$ cat src/rtl/io_mem_arb_pkg.sv
// Shared types for the io_mem two-port burst arbiter.
package io_mem_arb_pkg;

    // Width of the burstcount field stored per pending read.
    localparam int unsigned ArbBurstW = 4;

    typedef enum logic [0:0] {
        StIdle,
        StWrBurst
    } arb_state_e;

    typedef logic req_id_t;

    // One outstanding read: who issued it and how many beats come back.
    typedef struct packed {
        req_id_t                id;
        logic [ArbBurstW-1:0]   burstcount;
    } pend_entry_t;

endpackage

$ cat src/rtl/io_mem_rsp_fifo.sv
// Synchronous pending-read FIFO with same-cycle push/pop (legal when full).
module io_mem_rsp_fifo #(
    parameter int unsigned WIDTH = 5,
    parameter int unsigned DEPTH = 8
) (
    input  logic             clk_i,
    input  logic             rst_i,
    input  logic             push_i,
    input  logic [WIDTH-1:0] wdata_i,
    input  logic             pop_i,
    output logic [WIDTH-1:0] rdata_o,
    output logic             full_o,
    output logic             empty_o
);

    localparam int unsigned PtrW = (DEPTH > 1) ? $clog2(DEPTH) : 1;
    localparam logic [PtrW:0]   FullCnt = (PtrW + 1)'(DEPTH);
    localparam logic [PtrW-1:0] PtrOne  = PtrW'(1);
    localparam logic [PtrW:0]   CntOne  = (PtrW + 1)'(1);

    logic [WIDTH-1:0] mem_q [DEPTH];
    logic [WIDTH-1:0] mem_d [DEPTH];
    logic [PtrW-1:0]  wr_ptr_q, wr_ptr_d;
    logic [PtrW-1:0]  rd_ptr_q, rd_ptr_d;
    logic [PtrW:0]    count_q, count_d;
    logic             do_push;
    logic             do_pop;

    assign full_o  = (count_q == FullCnt);
    assign empty_o = (count_q == '0);
    assign rdata_o = mem_q[rd_ptr_q];

    // Pointer, occupancy and storage next-state.
    always_comb begin
        mem_d    = mem_q;
        wr_ptr_d = wr_ptr_q;
        rd_ptr_d = rd_ptr_q;
        count_d  = count_q;
        // A push into a full FIFO is fine when the head leaves the same cycle.
        do_push  = push_i && (!full_o || pop_i);
        do_pop   = pop_i && !empty_o;
        if (do_push) begin
            mem_d[wr_ptr_q] = wdata_i;
            wr_ptr_d        = wr_ptr_q + PtrOne;
        end
        if (do_pop) begin
            rd_ptr_d = rd_ptr_q + PtrOne;
        end
        case ({do_push, do_pop})
            2'b10:   count_d = count_q + CntOne;
            2'b01:   count_d = count_q - CntOne;
            default: count_d = count_q;
        endcase
    end

    // Pointer and occupancy registers.
    always_ff @(posedge clk_i) begin
        if (rst_i) begin
            wr_ptr_q <= '0;
            rd_ptr_q <= '0;
            count_q  <= '0;
        end else begin
            wr_ptr_q <= wr_ptr_d;
            rd_ptr_q <= rd_ptr_d;
            count_q  <= count_d;
        end
    end

    // Storage needs no reset; occupancy guards every read.
    always_ff @(posedge clk_i) begin
        mem_q <= mem_d;
    end

endmodule

$ cat src/rtl/io_mem_arbiter.sv
// Two-port Avalon-MM burst arbiter in front of the io_mem SDRAM master port.
module io_mem_arbiter
    import io_mem_arb_pkg::*;
#(
    parameter int unsigned ADDR_W     = 29,
    parameter int unsigned DATA_W     = 64,
    parameter int unsigned BURST_W    = 4,
    parameter int unsigned PEND_DEPTH = 8
) (
    input  logic                clk_clk,
    input  logic                reset_reset,

    input  logic [ADDR_W-1:0]   r0_address,
    input  logic                r0_read,
    input  logic                r0_write,
    input  logic [DATA_W-1:0]   r0_writedata,
    input  logic [DATA_W/8-1:0] r0_byteenable,
    input  logic [BURST_W-1:0]  r0_burstcount,
    output logic                r0_waitrequest,
    output logic [DATA_W-1:0]   r0_readdata,
    output logic                r0_readdatavalid,

    input  logic [ADDR_W-1:0]   r1_address,
    input  logic                r1_read,
    input  logic                r1_write,
    input  logic [DATA_W-1:0]   r1_writedata,
    input  logic [DATA_W/8-1:0] r1_byteenable,
    input  logic [BURST_W-1:0]  r1_burstcount,
    output logic                r1_waitrequest,
    output logic [DATA_W-1:0]   r1_readdata,
    output logic                r1_readdatavalid,

    output logic [ADDR_W-1:0]   m_address,
    output logic                m_read,
    output logic                m_write,
    output logic [DATA_W-1:0]   m_writedata,
    output logic [DATA_W/8-1:0] m_byteenable,
    output logic [BURST_W-1:0]  m_burstcount,
    input  logic                m_waitrequest,
    input  logic [DATA_W-1:0]   m_readdata,
    input  logic                m_readdatavalid,

    output logic                rsp_err
);

    localparam logic [BURST_W-1:0]   BcOne  = BURST_W'(1);
    localparam logic [ArbBurstW:0]   CntOne = (ArbBurstW + 1)'(1);

    arb_state_e             state_q, state_d;
    req_id_t                last_grant_q, last_grant_d;
    req_id_t                owner_q, owner_d;
    logic [BURST_W-1:0]     beats_left_q, beats_left_d;
    logic [ArbBurstW-1:0]   rsp_cnt_q, rsp_cnt_d;
    logic                   rsp_err_q, rsp_err_d;

    logic                   elig0, elig1;
    logic                   gnt_valid;
    req_id_t                gnt_id;
    logic                   sel_read, sel_write;
    logic [BURST_W-1:0]     sel_bc;
    logic                   accept;
    logic                   push;
    logic                   pop;
    logic                   fifo_full, fifo_empty;
    pend_entry_t            push_entry;
    pend_entry_t            head;
    logic                   rsp_beat;
    logic                   rsp_last;
    logic [ArbBurstW:0]     rsp_cnt_inc;

    // Reads are held off while the FIFO is full, even if a pop is in flight.
    assign elig0 = r0_write || (r0_read && !fifo_full);
    assign elig1 = r1_write || (r1_read && !fifo_full);

    // Grant selection: round-robin in IDLE, locked to the owner mid-burst.
    always_comb begin
        gnt_valid = 1'b0;
        gnt_id    = 1'b0;
        case (state_q)
            StIdle: begin
                if (elig0 && elig1) begin
                    gnt_valid = 1'b1;
                    gnt_id    = ~last_grant_q;
                end else if (elig0) begin
                    gnt_valid = 1'b1;
                    gnt_id    = 1'b0;
                end else if (elig1) begin
                    gnt_valid = 1'b1;
                    gnt_id    = 1'b1;
                end
            end
            StWrBurst: begin
                gnt_valid = 1'b1;
                gnt_id    = owner_q;
            end
            default: ;
        endcase
        // Keep the master port quiet while reset is held.
        if (reset_reset) begin
            gnt_valid = 1'b0;
        end
    end

    // Command mux to the master port and per-requester stalls.
    always_comb begin
        sel_read     = gnt_id ? r1_read       : r0_read;
        sel_write    = gnt_id ? r1_write      : r0_write;
        sel_bc       = gnt_id ? r1_burstcount : r0_burstcount;
        m_address    = gnt_id ? r1_address    : r0_address;
        m_writedata  = gnt_id ? r1_writedata  : r0_writedata;
        m_byteenable = gnt_id ? r1_byteenable : r0_byteenable;
        m_burstcount = sel_bc;
        m_read       = gnt_valid && sel_read && (state_q == StIdle);
        m_write      = gnt_valid && sel_write;
        r0_waitrequest = !(gnt_valid && (gnt_id == 1'b0)) || m_waitrequest;
        r1_waitrequest = !(gnt_valid && (gnt_id == 1'b1)) || m_waitrequest;
        accept       = (m_read || m_write) && !m_waitrequest;
    end

    // Arbitration FSM next-state: burst lock, beat counting, read tagging.
    always_comb begin
        state_d      = state_q;
        last_grant_d = last_grant_q;
        owner_d      = owner_q;
        beats_left_d = beats_left_q;
        push         = 1'b0;
        push_entry.id         = gnt_id;
        push_entry.burstcount = ArbBurstW'(sel_bc);
        case (state_q)
            StIdle: begin
                if (accept) begin
                    if (m_read) begin
                        push         = 1'b1;
                        last_grant_d = gnt_id;
                    end else if (sel_bc > BcOne) begin
                        beats_left_d = sel_bc - BcOne;
                        owner_d      = gnt_id;
                        state_d      = StWrBurst;
                    end else begin
                        last_grant_d = gnt_id;
                    end
                end
            end
            StWrBurst: begin
                if (accept) begin
                    beats_left_d = beats_left_q - BcOne;
                    if (beats_left_q <= BcOne) begin
                        last_grant_d = owner_q;
                        state_d      = StIdle;
                    end
                end
            end
            default: state_d = StIdle;
        endcase
    end

    // Response routing: beats go to the head entry's requester until its burst is done.
    always_comb begin
        rsp_beat    = m_readdatavalid && !fifo_empty && !reset_reset;
        rsp_cnt_inc = {1'b0, rsp_cnt_q} + CntOne;
        // A zero burstcount is treated as a single beat.
        rsp_last    = rsp_cnt_inc >= {1'b0, head.burstcount};
        pop         = rsp_beat && rsp_last;
        rsp_cnt_d   = rsp_cnt_q;
        if (rsp_beat) begin
            rsp_cnt_d = rsp_last ? '0 : rsp_cnt_inc[ArbBurstW-1:0];
        end
        rsp_err_d   = rsp_err_q || (m_readdatavalid && fifo_empty);
        r0_readdata      = m_readdata;
        r1_readdata      = m_readdata;
        r0_readdatavalid = rsp_beat && (head.id == 1'b0);
        r1_readdatavalid = rsp_beat && (head.id == 1'b1);
    end

    assign rsp_err = rsp_err_q;

    // Arbitration and response state registers.
    always_ff @(posedge clk_clk) begin
        if (reset_reset) begin
            state_q      <= StIdle;
            last_grant_q <= 1'b1;
            owner_q      <= 1'b0;
            beats_left_q <= '0;
            rsp_cnt_q    <= '0;
            rsp_err_q    <= 1'b0;
        end else begin
            state_q      <= state_d;
            last_grant_q <= last_grant_d;
            owner_q      <= owner_d;
            beats_left_q <= beats_left_d;
            rsp_cnt_q    <= rsp_cnt_d;
            rsp_err_q    <= rsp_err_d;
        end
    end

    io_mem_rsp_fifo #(
        .WIDTH ($bits(pend_entry_t)),
        .DEPTH (PEND_DEPTH)
    ) u_rsp_fifo (
        .clk_i   (clk_clk),
        .rst_i   (reset_reset),
        .push_i  (push),
        .wdata_i (push_entry),
        .pop_i   (pop),
        .rdata_o (head),
        .full_o  (fifo_full),
        .empty_o (fifo_empty)
    );

endmodule
$ cat config.mk
export PLATFORM = sky130hd
export DESIGN_NAME = io_mem_arbiter
export DESIGN_NICKNAME = d
export VERILOG_FILES = /design/src/rtl/io_mem_arb_pkg.sv /design/src/rtl/io_mem_rsp_fifo.sv /design/src/rtl/io_mem_arbiter.sv
export SDC_FILE = /design/constraint.sdc
export NUM_CORES = 1
export LEC_CHECK = 0
export ABC_CLOCK_PERIOD_IN_PS = 5600
export BUFFER_PORTS_ARGS = -buffer_cell sky130_fd_sc_hd__buf_2
export CAP_MARGIN = 25
export CELL_PAD_IN_SITES_DETAIL_PLACEMENT = 0
export CELL_PAD_IN_SITES_GLOBAL_PLACEMENT = 1
export CORE_AREA = 2 2 200 202
export CTS_CLUSTER_SIZE = 30
export DETAILED_ROUTE_END_ITERATION = 10
export DIE_AREA = 0 0 202 204
export PLACE_DENSITY_LB_ADDON = 0.25
export SLEW_MARGIN = 15
export SYNTH_ARGS = -nofsm -noshare
export SYNTH_HDL_FRONTEND = slang
export SYNTH_SLANG_ARGS = --single-unit
$ cat constraint.sdc
create_clock -name clk_clk -period 5.6 [get_ports clk_clk]
set_input_delay 0.28 -clock clk_clk [delete_from_list [all_inputs] [get_ports clk_clk]]
set_output_delay 0.28 -clock clk_clk [all_outputs]
set_load 0.05 [all_outputs]
==> impl_metrics.tcl, run 1 <==
set metrics [dict create \
    drc_errors 0 \
    syn_nets 1050 \
    cts-buffers-inserted 9 \
    die_w_um 202 \
    hold_ws_ps 228 \
    synth.area.top_cells "nand2_1 22%, edfxtp_1 22%, buf_4 18%, dfxtp_1 8.1%, mux4_2 4.1%" \
    seq_area_um2 1640 \
    cts_tree "yes" \
    slowest_stage "dfxtp_1" \
    hold_viol 0 \
    crit_required_ps 5840 \
    skew_ps 8.41 \
    h-tree-depth 3 \
    grt_max_degree 95 \
    final_antenna_net_count 0 \
    hold_path.class "in -> reg" \
    fmax_mhz 225 \
    arrival_ps 4690 \
    antenna_found_initial 5 \
    grt_pass1_vias 5190 \
    synth-seq-area-share_pct 30.0 \
    cts_buffer_depth 2 \
    yosys_warnings 0 \
    critPathMaxStageDelay_ps 760 \
    wl_um 22300 \
    viasPerCell 3.69 \
    postCtsHoldBufs 0 \
    drv_cap 0 \
    crit_type "reg -> reg" \
    end_kind "register" \
    cts-root-buf "clkbuf_16" \
    setup_viol 0 \
    track_usage_pct 10.2 \
    place.port_buffers 329 \
    grt_first_pass_wirelength_um 32000 \
    initial_utilization_pct 13.9 \
    crit_chain "nand2_1, nand4_1, nand3_4, inv_4, mux2i_1, inv_1, ha_1, nor2_1, nor3_1, nor3_1, a31oi_1, or3_1, a211oi_1" \
    slew_headroom_pct 41.0 \
    synth-seq-cells 62 \
    synthArstFlopShare_pct 0 \
    drt_first_pass_iters 4 \
    wl_per_cell_um 15.2 \
    vias 5413 \
    clkLatencyLatePin_ps 320 \
    syn_inst 754 \
    avgSynthCellArea_um2 7.25 \
    die-height_um 204 \
    synth_enable_flop_cells 40 \
    p_leak_nw 3.51 \
    cts_setup_buffers 0 \
    ios 522 \
    die-area_um2 41200 \
    rows 73 \
    multi_input_area_um2 2710 \
    period_share_pct 79.4 \
    crit_top_cell "nor3_1" \
    outcome "finished, final reports clean" \
    worst_pin_slew_ps 872 \
    clkTransAtPathRegs_ps 60 \
    drive_gt1_share_pct 38.5 \
    core-area_um2 39200 \
    post-dp-hpwl_um 18500 \
    yosysTopAreaCellShare_pct 22.4 \
    area_growth_pct 29.6 \
    cts_resized 0 \
    rsz0062_at_grt "no" \
    synth.cell_area_um2 5470 \
    ir_drop_mv 0.148 \
    tns_ps 0 \
    gp_congestion 0.747 \
    antenna_cells 0 \
    cts_sinks 62 \
    drv_slew 0 \
    nNetsFinal 1233 \
    synthFlopType "edfxtp_1" \
    yosysTopAreaCell "nand2_1" \
    finalCriticalPeriod_ps 4450 \
    cp_max_fo 45 \
    fin_util_pct 18.1 \
    overflow 0 \
    power_density_nw_per_um2 283 \
    worstSetupStartpointType "register" \
    yosysUniqueCellTypes 51 \
    fillers 4541 \
    drt_iter0_drc 224 \
]
## path summary, 6_finish.rpt
check | startpoint | endpoint | slack (ps) | cells after the start
worst min-delay path | m_readdatavalid | rsp_err | 230 | 3
worst max-delay path | state_q | owner_q | 1150 | 13
worst min register to register | rsp_err | rsp_err | 480 | 2
worst max register to register | state_q | owner_q | 1150 | 13
## cells in the mapped netlist, drive strengths merged (6+ instances only)
library cell    n
a21oi          20
buf           146
clkbuf         16
dfxtp          22
edfxtp         40
ha             14
inv             7
mux2i           9
mux4           10
nand2         326
nand2b         11
nand3          15
nor2           27
nor3           10
o21ai          11
or3             6
xor2            6
## flip-flops by register name, indices dropped and copies added, names as in the netlist
register             cells
u_rsp_fifo.mem_q        40
beats_left_q             4
rsp_cnt_q                4
u_rsp_fifo.count_q       4
u_rsp_fifo.rd_ptr_q      3
u_rsp_fifo.wr_ptr_q      3
last_grant_q             1
owner_q                  1
rsp_err                  1
state_q                  1
## report_power, final
| part | total [mW] | switching [mW] | internal (mW) |
|---|---|---|---|
| Combinational | 0.856 | 0.643 | 0.213 |
| Sequential | 0.512 | 0.00995 | 0.502 |
| Clock | 0.638 | 0.192 | 0.446 |
| Total | 2.01 | 0.845 | 1.16 |
## layer usage
metal	vias to the layer above	track usage [%]	wire length [um]
met5	-	0	38
met4	6	3.34	485
met3	35	3.46	1680
met2	255	18.3	11500
met1	2411	11.3	8580
li1	2706	-	-
## kinds of logic (layout without fill, tap and decap cells)
group,count (synthesis),count (layout),share of synthesized area [%]
compound gates,59,59,6.94
xor+xnor,9,9,1.44
buf+inv,169,357,20.5
fa+ha+maj,14,14,3.21
simple gates,421,421,31.9
mux,20,20,5.98
flops,62,62,30.0
## metrics by stage
stage	worst slack (ps)	cell area [um2]	std cells	power, mW
after global routing	697	7080	1467	2.11
after floorplan	1350	5470	754	1.37
after CTS	949	7060	1466	2.03
after detailed placement	1110	6720	1450	1.38
after global placement	1230	6720	1450	1.39
final	1150	7080	1467	2.01
## cells in the final DEF, fill, tap and decap left out, types with 9 or more instances in the layout
master and n:
buf_2 329, nand2_1 326, edfxtp_1 40, nor2_1 27, dfxtp_1 22, a21oi_1 20
nand3_1 14, ha_1 14, nand2b_1 11, o21ai_0 11, nor3_1 10, mux4_2 10
mux2i_1 9, clkbuf_16 9
## layout make-up
class                      instances  share of cell area [%]
multi-input combinational        523                    38.3
clock inverter                     4                    1.34
timing repair buffer             334                    24.1
tap                              525                    9.27
inverter                           7                   0.406
sequential                        62                    23.2
clock buffer                      12                    3.48
## worst max-delay path: cells and delay by family, from the launching register on
kind / cells / cell delay (ps)
AO/OA/AOI/OAI: 2 / 370
adder cells (fa/ha/maj): 1 / 250
buffers and inverters: 2 / 690
flip-flops: 1 / 760
multiplexers: 1 / 350
AND/OR/NAND/NOR: 7 / 1920
Note: power is estimated with default switching activity, not from simulation.
==> run 2: changes to the inputs <==
Settings changed: ABC_CLOCK_PERIOD_IN_PS 5600 to 4300.
Clock period 5.6 ns to 4.3 ns, I/O delays scaled along.
==> run 2 against run 1 <==
  * Sequential share of layout area down 0.073 points
  * Flip-flop and latch count unchanged
  * Critical path type unchanged
  * Final cell count up 0.55%
  * Final area up 0.32%
  * Register-to-register slack worse by 800 ps
  * Via count up 0.15%
  * Worst hold slack worse by 69 ps
  * Combinational power up 31%
  * Power up 26%
  * Clock-buffer cell count down 2
  * First-iteration DRC count down 20%
==> impl_metrics.tcl, run 2 (synthesis results as in run 1) <==
set metrics [dict create \
    outcome "finished, final reports clean" \
    clkTransAtPathRegs_ps 50 \
    wl_um 22500 \
    crit_top_cell "ha_1" \
    place.port_buffers 329 \
    cts-buffers-inserted 9 \
    crit_required_ps 4550 \
    grt_max_degree 107 \
    rsz0062_at_grt "no" \
    worstSetupStartpointType "register" \
    skew_ps 6.71 \
    hold_path.class "in -> reg" \
    path_buf_inv 0 \
    antenna_found_initial 5 \
    setup_ws_ps 350 \
    cp_top_family "compound AO/OA/AOI/OAI gates" \
    largest_register "u_rsp_fifo.mem_q" \
    die-area_um2 41200 \
    worst_pin_slew_ps 942 \
    final_cell_mix "329 x buf_2, 326 x nand2_1, 40 x edfxtp_1" \
    dp.cells 1460 \
    drv_cap 0 \
    arrival_ps 4200 \
    wl_per_cell_um 15.3 \
    post-dp-hpwl_um 18500 \
    end_kind "register" \
    rows 73 \
    fin_util_pct 18.1 \
    p_leak_nw 3.53 \
    period_share_pct 91.9 \
    viasPerCell 3.68 \
    cts_tree "yes" \
    slowest_stage "mux4_2" \
    cts_buffer_depth 2 \
    area_growth_pct 30.0 \
    core-area_um2 39200 \
    clkLatencyLatePin_ps 330 \
    postCtsHoldBufs 0 \
    reg2regPathDepth 15 \
    track_usage_pct 10.4 \
    crit_type "reg -> reg" \
    slew_headroom_pct 37.2 \
    initial_utilization_pct 13.9 \
    place_ws_ps 345 \
    power_density_nw_per_um2 356 \
    drive_gt1_share_pct 38.9 \
    ios 522 \
    grt_pass1_vias 5290 \
    drc_errors 0 \
    holdPathStages 3 \
    die_w_um 202 \
    h-tree-depth 3 \
    die-height_um 204 \
    cts_resized 0 \
    cts_setup_buffers 0 \
    worst-path-stages 15 \
    crit_chain "mux4_2, mux2_2, ha_1, nand2b_1, a211o_1, a211o_1, a21o_1, nand2_1, ha_1, xor2_1, ha_1, a21oi_1, xor2_1, or3_1, a21oi_1" \
    finalCriticalPeriod_ps 3950 \
    drv_slew 0 \
    drt_first_pass_iters 4 \
    cts-root-buf "clkbuf_16" \
    fmax_mhz 253 \
    hold_viol 0 \
    final_common_cell "buf_2" \
    total_power_mw 2.53 \
    cts_sinks 62 \
    critPathMaxStageDelay_ps 540 \
    grt_first_pass_wirelength_um 32900 \
    gp_congestion 0.719 \
    vias 5421 \
    final_cells 1475 \
    drt_iter0_drc 180 \
    nNetsFinal 1242 \
    tns_ps 0 \
    antenna_cells 0 \
    final_antenna_net_count 0 \
    ir_drop_mv 0.142 \
    cp_max_fo 5 \
    setup_viol 0 \
    overflow 0 \
    largest_reg_flops 40 \
]
[run 2: changes by cell type in the layout (fill, tap and decap cells not counted), sizes merged]
| cell | before | now |
|---|---|---|
| clkbuf | 12 | 10 |
| clkinv | 1 | 2 |
| buf | 334 | 343 |
| bufinv | 3 | 2 |
| clkinvlp | 0 | 1 |
[run 2: worst paths after layout]
path | from | end | slack [ps]
max | u_rsp_fifo.rd_ptr_q[0] | u_rsp_fifo.count_q[2] | 350
min | m_readdatavalid | rsp_err | 160
max reg2reg | u_rsp_fifo.rd_ptr_q[0] | u_rsp_fifo.count_q[2] | 350
min reg2reg | rsp_cnt_q[1] | rsp_cnt_q[1] | 480
[run 2: worst register-to-register path: cells and delay by family, from the launching register on]
family / cells / cell delay (ps)
compound gates: 5 / 1090
mux: 2 / 820
fa+ha+maj: 3 / 670
simple gates: 3 / 530
flops: 1 / 440
xor+xnor: 2 / 330
[run 2: layout make-up]
cell class	instances	area, um2
repair buffers	343	1760
inverters	7	28.8
well taps	525	657
fillers	4543	32100
flip-flops and latches	62	1640
multi-input cells	523	2710
clock buffers	10	229
clock inverters	5	75.1
[run 2: power by group]
group / internal, mW / total [mW] / switching (mW)
sequential: 0.654 / 0.664 / 0.0103
combinational: 0.281 / 1.12 / 0.841
clock: 0.499 / 0.746 / 0.246
total: 1.43 / 2.53 / 1.10
[run 2: routing by layer]
metal / routed length [um] / vias to the layer above / track usage, %
li1: - / 2729 / -
met1: 9090 / 2397 / 12.1
met2: 11500 / 258 / 18.3
met3: 1540 / 31 / 3.41
met4: 384 / 6 / 2.94
met5: 28 / - / 0
[run 2: stage by stage]
step	area, um2	hold slack [ps]
after global routing	7110	200
final	7110	160
after floorplan	5470	356
after global placement	6800	430
after CTS	7110	145
after detailed placement	6800	430
==> run 3: changes to the inputs <==
==> constraint.sdc (replaced) <==
create_clock -name clk_clk -period 4.3 [get_ports clk_clk]
set_input_delay 0 -clock clk_clk [delete_from_list [all_inputs] [get_ports clk_clk]]
set_output_delay 0 -clock clk_clk [all_outputs]
set_load 0.05 [all_outputs]
==> run 3 against run 2 <==
  * First-iteration DRC count is 36% higher
  * Critical path depth unchanged
  * Sequential power barely moved
  * Via count hardly changed
  * Sequential share of layout area is essentially flat
  * Flip-flop and latch count unchanged
  * Core utilization barely moved
  * Clock power grew 1%
  * Combinational power about the same
  * Register-to-register slack better by 60 ps
  * Power rose by 0.43%
  * Final area about the same
  * Largest cell class unchanged
  * Largest power group unchanged
  * Highest routed layer unchanged
==> impl_metrics.tcl, run 3 (synthesis results as in run 1) <==
set metrics [dict create \
    wl_um 22900 \
    period_share_pct 90.5 \
    swShare_pct 43.5 \
    wl_per_cell_um 15.5 \
    cts-buffers-inserted 9 \
    grt_first_pass_wirelength_um 32900 \
    hold_ws_ps 0.0222 \
    final_cell_mix "329 x buf_2, 326 x nand2_1, 40 x edfxtp_1" \
    clockPowerShare_pct 29.6 \
    crit_type "reg -> reg" \
    drt_first_pass_iters 4 \
    cts_setup_buffers 0 \
    track_usage_pct 10.5 \
    crit_required_ps 4560 \
    power_density_nw_per_um2 358 \
    drive_gt1_share_pct 38.9 \
    largest_reg_flops 40 \
    rows 73 \
    p_int_mw 1.44 \
    clkTransAtPathRegs_ps 50 \
    hold_viol 0 \
    comb_power_share_pct 44.2 \
    final_antenna_net_count 0 \
    final_common_cell "buf_2" \
    vias 5420 \
    die_w_um 202 \
    cts_sinks 62 \
    drc_errors 0 \
    seq_power_share_pct 26.1 \
    outcome "finished, final reports clean" \
    postCtsHoldBufs 1 \
    h-tree-depth 3 \
    skew_ps 4.97 \
    core-area_um2 39200 \
    largest_register "u_rsp_fifo.mem_q" \
    holdPathStages 0 \
    worst_pin_slew_ps 955 \
    clkLatencyLatePin_ps 330 \
    cts-root-buf "clkbuf_16" \
    post-dp-hpwl_um 18500 \
    fmax_mhz 257 \
    place_ws_ps 403 \
    cts_resized 0 \
    reg2regPathDepth 15 \
    final_cells 1478 \
    cts_buffer_depth 2 \
    ios 522 \
    fillers 4551 \
    area_growth_pct 30.1 \
    initial_utilization_pct 13.9 \
    place.port_buffers 329 \
    dp.cells 1460 \
    rsz0062_at_grt "no" \
    grt_max_degree 85 \
    nNetsFinal 1243 \
    finalCriticalPeriod_ps 3890 \
    drv_cap 0 \
    end_kind "register" \
    arrival_ps 4150 \
    die-height_um 204 \
    grt_pass1_vias 5224 \
    viasPerCell 3.67 \
    cp_max_fo 5 \
    overflow 0 \
    tns_ps 0 \
    hold_path.class "in -> out" \
    p_leak_nw 3.52 \
    setup_viol 0 \
    setup_ws_ps 409 \
    switchingPower_mw 1.11 \
    gp_congestion 0.736 \
    antenna_found_initial 4 \
    slew_headroom_pct 36.3 \
    cts_tree "yes" \
    die-area_um2 41200 \
    drt_iter0_drc 245 \
    ir_drop_mv 0.113 \
    worstSetupStartpointType "register" \
    drv_slew 0 \
]
run 3: cell types whose count changed in the layout (fill, tap and decap cells not counted), sizes merged:
cell and delta:
clkbuf +1, diode +1, dlygate4sd3 +1
run 3: worst paths after layout:
kind | from | to | slack, ps
worst max-delay path | u_rsp_fifo.rd_ptr_q[0] | u_rsp_fifo.count_q[2] | 410
worst min-delay path | m_readdata[56] | r0_readdata[56] | 0.02
worst max register to register | u_rsp_fifo.rd_ptr_q[0] | u_rsp_fifo.count_q[2] | 410
worst min register to register | rsp_err | rsp_err | 460
run 3: power groups by stage:
stage	sequential (mW)	clock (mW)	combinational [mW]
after floorplan	0.674	0	1.11
after global placement	0.677	0	1.14
after detailed placement	0.676	0	1.14
after CTS	0.664	0.782	1.14
after global routing	0.665	0.802	1.21
final	0.664	0.754	1.13
run 3: routing by layer:
metal / wire [um] / up-vias / global-route usage, %
met2: 11500 / 264 / 18.4
met3: 1550 / 31 / 3.03
met5: 27 / - / 0
li1: - / 2733 / -
met4: 397 / 4 / 3.10
met1: 9380 / 2388 / 12.5
run 3: per-stage QoR:
| stage | util (%) | power (mW) | instance area [um2] |
|---|---|---|---|
| after floorplan | - | 1.78 | 5470 |
| after global placement | 17.3 | 1.82 | 6790 |
| after detailed placement | 17.3 | 1.81 | 6790 |
| after CTS | 18.1 | 2.59 | 7110 |
| after global routing | 18.1 | 2.68 | 7110 |
| final | 18.1 | 2.54 | 7110 |
run 3: final cells by class:
type	count	area, um2	share of cell area [%]
inverters	7	28.8	0.405
well taps	525	657	9.24
diodes	1	2.50	0.0352
flip-flops and latches	62	1640	23.1
clock inverters	5	75.1	1.06
multi-input cells	523	2710	38.1
clock buffers	11	233	3.27
repair buffers	344	1760	24.8
run 3: worst max-delay path, cell delays in order (launching register included):
cell and delay, ps:
dfxtp_1 390, mux4_2 510, mux2_2 280, ha_1 260, nand2b_1 140, a211o_1 330
a211o_1 360, a21o_1 210, nand2_1 100, ha_1 260, xor2_1 170, ha_1 160
a21oi_1 40, xor2_1 160, or3_1 310, a21oi_1 140
